--- src/rtl/cgra_sram_streamer.sv ---
// rtl/cgra_sram_streamer.sv - burst streamer between a single-port SRAM and valid/ready word streams
// Reads land in a 2-entry FIFO so the one-cycle SRAM latency never drops a word under backpressure.
module cgra_sram_streamer #(
  parameter int NUM_WORDS  = 1024,
  parameter int DATA_WIDTH = 32,
  localparam int AddrWidth = (NUM_WORDS > 1) ? $clog2(NUM_WORDS) : 1
) (
  input  logic                    clk_i,
  input  logic                    rst_ni,
  input  logic                    start_i,
  input  logic                    mode_i,
  input  logic [AddrWidth-1:0]    base_addr_i,
  input  logic [AddrWidth:0]      len_i,
  output logic                    busy_o,
  output logic                    done_o,
  input  logic                    in_valid_i,
  output logic                    in_ready_o,
  input  logic [DATA_WIDTH-1:0]   in_data_i,
  input  logic [DATA_WIDTH/8-1:0] in_be_i,
  output logic                    out_valid_o,
  input  logic                    out_ready_i,
  output logic [DATA_WIDTH-1:0]   out_data_o,
  output logic                    mem_req_o,
  output logic                    mem_we_o,
  output logic [AddrWidth-1:0]    mem_addr_o,
  output logic [DATA_WIDTH-1:0]   mem_wdata_o,
  output logic [DATA_WIDTH/8-1:0] mem_be_o,
  input  logic [DATA_WIDTH-1:0]   mem_rdata_i
);

  typedef enum logic [1:0] {
    ST_IDLE  = 2'd0,
    ST_READ  = 2'd1,
    ST_WRITE = 2'd2,
    ST_DONE  = 2'd3
  } state_t;

  localparam logic [AddrWidth-1:0] AddrOne  = AddrWidth'(1);
  localparam logic [AddrWidth-1:0] AddrLast = AddrWidth'(NUM_WORDS - 1);
  localparam logic [AddrWidth:0]   CntOne   = (AddrWidth + 1)'(1);

  state_t                r_state;
  state_t                w_state_nxt;
  logic [AddrWidth-1:0]  r_addr;
  logic [AddrWidth:0]    r_len;
  logic [AddrWidth:0]    r_issued;
  logic [AddrWidth:0]    r_popped;
  logic                  r_pending;
  logic [DATA_WIDTH-1:0] r_fifo [2];
  logic                  r_rd_ptr;
  logic                  r_wr_ptr;
  logic [1:0]            r_count;

  logic                  w_pop;
  logic                  w_push;
  logic                  w_rd_issue;
  logic                  w_wr_issue;
  logic                  w_issue;
  logic [2:0]            w_occ;
  logic [AddrWidth:0]    w_issued_inc;
  logic [AddrWidth:0]    w_popped_inc;
  logic [AddrWidth-1:0]  w_addr_nxt;

  // Occupancy counts words already buffered plus the one still in flight from the SRAM.
  always_comb begin
    w_pop        = (r_count != 2'd0) && out_ready_i;
    w_push       = r_pending;
    w_occ        = {1'b0, r_count} + {2'b00, r_pending} - {2'b00, w_pop};
    w_rd_issue   = (r_state == ST_READ) && (r_issued < r_len) && (w_occ < 3'd2);
    w_wr_issue   = (r_state == ST_WRITE) && in_valid_i;
    w_issue      = w_rd_issue || w_wr_issue;
    w_issued_inc = r_issued + CntOne;
    w_popped_inc = r_popped + CntOne;
    w_addr_nxt   = (r_addr == AddrLast) ? '0 : r_addr + AddrOne;
  end

  always_comb begin
    w_state_nxt = r_state;
    case (r_state)
      ST_IDLE: begin
        if (start_i) begin
          if (len_i == '0)  w_state_nxt = ST_DONE;
          else if (mode_i)  w_state_nxt = ST_WRITE;
          else              w_state_nxt = ST_READ;
        end
      end
      ST_WRITE: if (w_wr_issue && (w_issued_inc == r_len)) w_state_nxt = ST_DONE;
      ST_READ:  if (w_pop && (w_popped_inc == r_len)) w_state_nxt = ST_DONE;
      ST_DONE:  w_state_nxt = ST_IDLE;
      default:  w_state_nxt = ST_IDLE;
    endcase
  end

  always_comb begin
    busy_o      = (r_state != ST_IDLE);
    done_o      = (r_state == ST_DONE);
    in_ready_o  = (r_state == ST_WRITE);
    out_valid_o = (r_count != 2'd0);
    out_data_o  = r_fifo[r_rd_ptr];
    mem_req_o   = w_issue;
    mem_we_o    = w_wr_issue;
    mem_addr_o  = r_addr;
    mem_wdata_o = '0;
    mem_be_o    = '0;
    if (r_state == ST_WRITE) begin
      mem_wdata_o = in_data_i;
      mem_be_o    = in_be_i;
    end else if (r_state == ST_READ) begin
      mem_be_o    = '1;
    end
  end

  always_ff @(posedge clk_i) begin
    if (!rst_ni) begin
      r_state   <= ST_IDLE;
      r_addr    <= '0;
      r_len     <= '0;
      r_issued  <= '0;
      r_popped  <= '0;
      r_pending <= 1'b0;
      r_fifo[0] <= '0;
      r_fifo[1] <= '0;
      r_rd_ptr  <= 1'b0;
      r_wr_ptr  <= 1'b0;
      r_count   <= 2'd0;
    end else begin
      r_state   <= w_state_nxt;
      r_pending <= w_rd_issue;
      if ((r_state == ST_IDLE) && start_i) begin
        r_addr   <= base_addr_i;
        r_len    <= len_i;
        r_issued <= '0;
        r_popped <= '0;
      end else begin
        if (w_issue) begin
          r_addr   <= w_addr_nxt;
          r_issued <= w_issued_inc;
        end
        if (w_pop) r_popped <= w_popped_inc;
      end
      if (w_push) begin
        r_fifo[r_wr_ptr] <= mem_rdata_i;
        r_wr_ptr         <= ~r_wr_ptr;
      end
      if (w_pop) r_rd_ptr <= ~r_rd_ptr;
      case ({w_push, w_pop})
        2'b10:   r_count <= r_count + 2'd1;
        2'b01:   r_count <= r_count - 2'd1;
        default: r_count <= r_count;
      endcase
    end
  end

endmodule

--- config.mk ---
export PLATFORM = sky130hd
export DESIGN_NAME = cgra_sram_streamer
export DESIGN_NICKNAME = d
export VERILOG_FILES = /design/src/rtl/cgra_sram_streamer.sv
export SDC_FILE = /design/constraint.sdc
export NUM_CORES = 1
export LEC_CHECK = 0
export CORE_MARGIN = 3
export CORE_UTILIZATION = 35
export DETAILED_ROUTE_END_ITERATION = 10
export GPL_ROUTABILITY_DRIVEN = 0
export HOLD_SLACK_MARGIN = 0.03
export PLACE_DENSITY = 0.68
export SLEW_MARGIN = 20
export SYNTH_ARGS = -nofsm -noshare
export SYNTH_HDL_FRONTEND = slang
export SYNTH_SLANG_ARGS = --single-unit
--- constraint.sdc ---
create_clock -name clk_i -period 11.3 [get_ports clk_i]
set_clock_uncertainty 0.05 [all_clocks]
set_input_delay 2.26 -clock clk_i [delete_from_list [all_inputs] [get_ports clk_i]]
set_output_delay 2.26 -clock clk_i [all_outputs]
set_load 0.005 [all_outputs]
After elaboration in Yosys (flattened, before gate mapping)
Memories as Yosys holds them, arrays and structs flattened. A register that Yosys moved wholly into a read port is not among the register bits.
Cells that the tools add are included.
W data, S select, Z words.
- reduce and logical (&&, ||, !) cells: 17
- add/subtract/negate cells: 7
- multiplexer cells: 22
- equality and inequality tests: 11
- order comparisons: 2
- bitwise operators: 3
- operators with widths (operator ; number):
    $mux W32 ; 2
    $reduce_or A32 Y1 ; 1
    $mux W10 ; 3
    $add A11 B1 Y11 const B ; 2
    $eq A11 B11 Y1 ; 2
    $logic_not A11 Y1 ; 1
    $lt A11 B11 Y1 ; 1
    $add A10 B1 Y10 const B ; 1
    $eq A10 B10 Y1 const B ; 1
    $mux W2 ; 5
    $mux W1 ; 8
    $mux W4 ; 2
    $pmux W2 S4 ; 1
    $reduce_bool A2 Y1 ; 4
    $logic_and A1 B1 Y1 ; 7
    $eq A2 B2 Y1 const B ; 3
    $eq A2 B1 Y1 const B ; 2
    $ne A2 B2 Y1 const B ; 2
    $pmux W2 S2 ; 1
    $add A2 B1 Y3 ; 1
    $lt A3 B2 Y1 const B ; 1
    $not A1 Y1 ; 3
    $reduce_and A3 Y1 ; 1
    $sub A3 B1 Y3 ; 1
    6 further kinds ; 6
- memory bits (writable): 64
- flip-flop bits (word level): 50
- logic and storage cells: 72
- memories: 1
- memory list (memory ; words ; width ; rd ports ; clocked after Yosys merged registers in ; write ports ; RTL line ; source):
    r_fifo ; 2 ; 32 ; 1 ; 1 ; 2 ; 49 ; logic [DATA_WIDTH-1:0] r_fifo [2];

Depth between registers and ports, before layout
- depth after elaboration: 8
- mapped depth: 13
- gate-level depth less buffers: 11

Worst setup path after synthesis
No wires, ideal clock.
- kind: input to output
- start: input port out_ready_i
- end: output port mem_req_o
- arrival time: 4.841 ns
- buffers on the path: 2
- data required time: 8.990 ns
- setup slack: 4.149 ns
- stages on the path: 10
- cells stage by stage: o21ai_1 > inv_2 > ha_1 > nand2b_1 > fa_1 > xor2_1 > a2111o_1 > o31ai_1 > clkbuf_1 > buf_2
- word-level cells in the longest chain between the ends: 5
- ends and longest elaborated chain (item ; RTL line ; source):
    from (decl) ; 21 ; input logic out_ready_i,
    $logic_and A1 B1 Y1 ; 66 ; w_pop = (r_count != 2'd0) && out_ready_i;
    net w_pop ; 54 ; logic w_pop;
    $sub A3 B1 Y3 ; 68 ; w_occ = {1'b0, r_count} + {2'b00, r_pending} - {2'b00, w_pop};
    $lt A3 B2 Y1 ; 69 ; w_rd_issue = (r_state == ST_READ) && (r_issued < r_len) && (w_occ < 3'd2);
    $logic_and A1 B1 Y1 ; 69 ;
    $logic_or A1 B1 Y1 ; 71 ; w_issue = w_rd_issue || w_wr_issue;
    to (decl) ; 23 ; output logic mem_req_o,
The timed path passes the listed nets, and every way through them passes these cells.

Worst setup path in the final report
Ends and elaborated chain as after synthesis.

==> impl_metrics.csv <==
group,metric,value,unit
place,post-place-cells,1027,
synthesis,synth_compound_area_frac,0.0917,
cts,postCtsSetupRepairBufs,0,
die,initial_core_util,0.363,
timing,finalCritPeriodShare,0.705,
worst_setup_path,startpoint_type,"primary input",
timing,whs,0.467,ns
grt,first_global_vias,5259,
worst_setup_path,cp_slowest_cell,"clkdlybuf4s50_1",
grt,antenna_found_initial,0,
synthesis,yosys.area_share.simple,0.240,
timing,fin_tns_setup,0,ns
synthesis,synthArstFlopShare,0,
synthesis,synth_edf_count,64,
cts,cts_tree,"done",
cts,cts_root_buffer,"clkbuf_16",
cts,clkTransAtPathRegs,0.05,ns
layout,fin_cells,1059,
outcome,outcome,"completed",
layout,utilization,0.508,
synthesis,syn_area_per_cell,9.71,um2
worst_setup_path,required,8.99,ns
place,dp_hpwl,11900,um
grt,grt_max_degree,40,
die,num_io_pins,179,
timing,slew_violations,0,
worst_setup_path,slowest_delay,0.57,ns
routing,drt_iter0_drc,281,
cts,cts_max_level,4,
routing,drc,0,
synthesis,synth_top_family_by_area,"simple AND/OR/NAND/NOR gates",
cts,cts_buffers,17,
layout,final_cell_area,0.00890,mm2
timing,worst_pin_slew,0.824,ns
synthesis,ys_ff_latch,115,
synthesis,synth_area,0.00636,mm2
power_and_ir_drop,max-vdd-ir-drop,0.113,mV
layout,fillers,1643,
die,die_width,141,um
cts,cts_buffer_depth,2,
layout,nNetsFinal,938,
layout,layout_common_cells,"clkdlybuf4s50_1, and2_1, edfxtp_1",
timing,setup_viol,0,
place,placement.io_buffers,178,
layout,drive_above_1_share,0.0612,
job,cap_violations,0,
synthesis,synth-xor-area-share,0.0590,
worst_setup_path,cp_common_cell,"clkdlybuf4s50_1",
layout,num_antenna_cells,0,
grt,grt_use_total,0.169,
die,die_y,141,um
cts,cts.sinks,115,
die,rows,48,
worst_setup_path,crit_chain,"clkdlybuf4s50_1 -> o21ai_1 -> inv_2 -> ha_1 -> nand2b_1 -> fa_1 -> xor2_1 -> a2111o_1 -> o31ai_2 -> buf_4 -> clkdlybuf4s50_1",
synthesis,syn_inst,655,
timing,finalHoldViolations,0,
synthesis,yosys_warnings,0,
power_and_ir_drop,p_per_area,181,mW/mm2
synthesis,synth_nets,772,
timing,rsz0062_at_grt,"no",
timing,max_freq,126,MHz
grt,grt.overflow.total,0,
worst_setup_path,path_class,"primary input to output pin",
synthesis,seq_area_frac_synth,0.463,
layout,layout.cells.most_common,"clkdlybuf4s50_1",
worst_setup_path,critPathArrivalTime,5.65,ns
power_and_ir_drop,p_leak,0.00336,uW
routing,wl_per_cell,15.6,um
die,core,0.0175,mm2
cts,ctsResizeCount,0,
routing,vias,5351,
hold_path,hold_class,"flop to flop",
timing,relSlewSlack,0.449,
routing,drtPass1Iterations,5,
cts,hold_buffers,0,
grt,grt_pass1_wl,26500,um
worst_setup_path,end_kind,"output pin",
place,placed_area,0.00832,mm2
timing,min_period,7.96,ns
layout,syn2layout_area_growth,39.9,%
synthesis,synthAdderAreaFrac,0.0445,
synthesis,ys_dominant_reg_cell,"edfxtp_1",
cts,clk_latency,0.40,ns
worst_setup_path,crit_fanout,21,
synthesis,muxShareOfSynthArea,0.0616,
routing,ant_nets,0,
die,dieArea,0.0198,mm2
routing,wirelength,16600,um
synthesis,synth_cell_types,67,
routing,viasPerCell,5.05,
## synth_stat cells (3+ instances only)
| cell type | n | area share |
|---|---|---|
| or4_1 | 4 | 0.0047 |
| nor4_1 | 5 | 0.0049 |
| nor2_1 | 47 | 0.028 |
| nor2b_1 | 6 | 0.0059 |
| and2_1 | 98 | 0.096 |
| buf_1 | 3 | 0.0018 |
| a31oi_1 | 6 | 0.0059 |
| o21ai_0 | 18 | 0.014 |
| nand3_1 | 17 | 0.013 |
| and3_1 | 7 | 0.0069 |
| buf_2 | 4 | 0.0031 |
| mux2_1 | 30 | 0.053 |
| inv_2 | 3 | 0.0018 |
| nand2b_1 | 5 | 0.0049 |
| nand4_1 | 9 | 0.0089 |
| ha_1 | 21 | 0.041 |
| xor2_1 | 28 | 0.039 |
| inv_1 | 24 | 0.014 |
| o21ai_1 | 8 | 0.0063 |
| xnor2_1 | 13 | 0.018 |
| mux2_2 | 3 | 0.0053 |
| dfxtp_1 | 51 | 0.16 |
| o31ai_1 | 4 | 0.0047 |
| nand2_1 | 63 | 0.037 |
| or3_1 | 5 | 0.0049 |
| a21oi_1 | 25 | 0.020 |
| edfxtp_1 | 64 | 0.30 |
| clkbuf_1 | 27 | 0.016 |
| a211oi_1 | 4 | 0.0047 |
## worst paths after layout
kind | startpoint | endpoint | slack (ns) | cells after the start
hold / removal | r_rd_ptr$_SDFFE_PN0P_ | r_rd_ptr$_SDFFE_PN0P_ | 0.47 | 2
hold reg to reg | r_rd_ptr$_SDFFE_PN0P_ | r_rd_ptr$_SDFFE_PN0P_ | 0.47 | 2
setup / recovery | out_ready_i | mem_req_o | 3.34 | 11
setup reg to reg | r_count[1]$_SDFFE_PN0P_ | mem_addr_o[2]$_SDFFE_PN0P_ | 7.46 | 12
## routing by layer
metal  vias to the layer above  share of wire  global-route usage
li1                       2614              -                   -
met2                       244           0.45               0.266
met5                         -              0                   0
met4                         0          0.018              0.0551
met1                      2475           0.44               0.212
met3                        18          0.095              0.0658
## layout make-up
type / count / area (um2) / area share
clock buffer: 20 / 437 / 0.0491
timing repair buffer: 184 / 1830 / 0.205
clock inverter: 12 / 140 / 0.0157
inverter: 27 / 101 / 0.0114
tap: 225 / 282 / 0.0316
sequential: 115 / 2940 / 0.331
multi-input combinational: 476 / 3170 / 0.356
## sequential cells by signal, summed over array words and instances (netlist names), 2 cells and up, named ones only
name,cells
r_fifo,64
r_issued,11
r_len,11
r_popped,11
mem_addr_o,10
r_count,2
r_state,2
## where the power goes
group | leakage (uW) | switching (uW) | internal [uW]
registers | 0.00108 | 43.5 | 491
logic | 0.00200 | 261 | 293
clock network | 0.000283 | 180 | 343
total | 0.00336 | 484 | 1130
## worst max-delay path: cells and delay by family
kind	cells	cell delay [ns]
buf+inv	4	1.45
compound gates	3	0.95
fa+ha+maj	2	0.68
simple gates	1	0.15
xor+xnor	1	0.15
## metrics by stage
step / setup WS [ns] / power (uW)
2_1_floorplan: 4.15 / 814
3_3_place_gp: 3.40 / 1100
3_5_place_dp: 3.34 / 1100
4_1_cts: 3.34 / 1630
5_1_grt: 3.11 / 1710
6_report: 3.34 / 1610
## logic make-up (layout without fill, tap and decap cells)
family                     Yosys count  in the layout
AOI/OAI and AO/OA                   92             92
xor gates and xnor gates            42             42
adders and majority gates           22             22
buffers and inverters               64            243
DFF                                115            115
muxes                               35             35
and+or+nand+nor                    285            285
(Power assumes the default switching activity.)
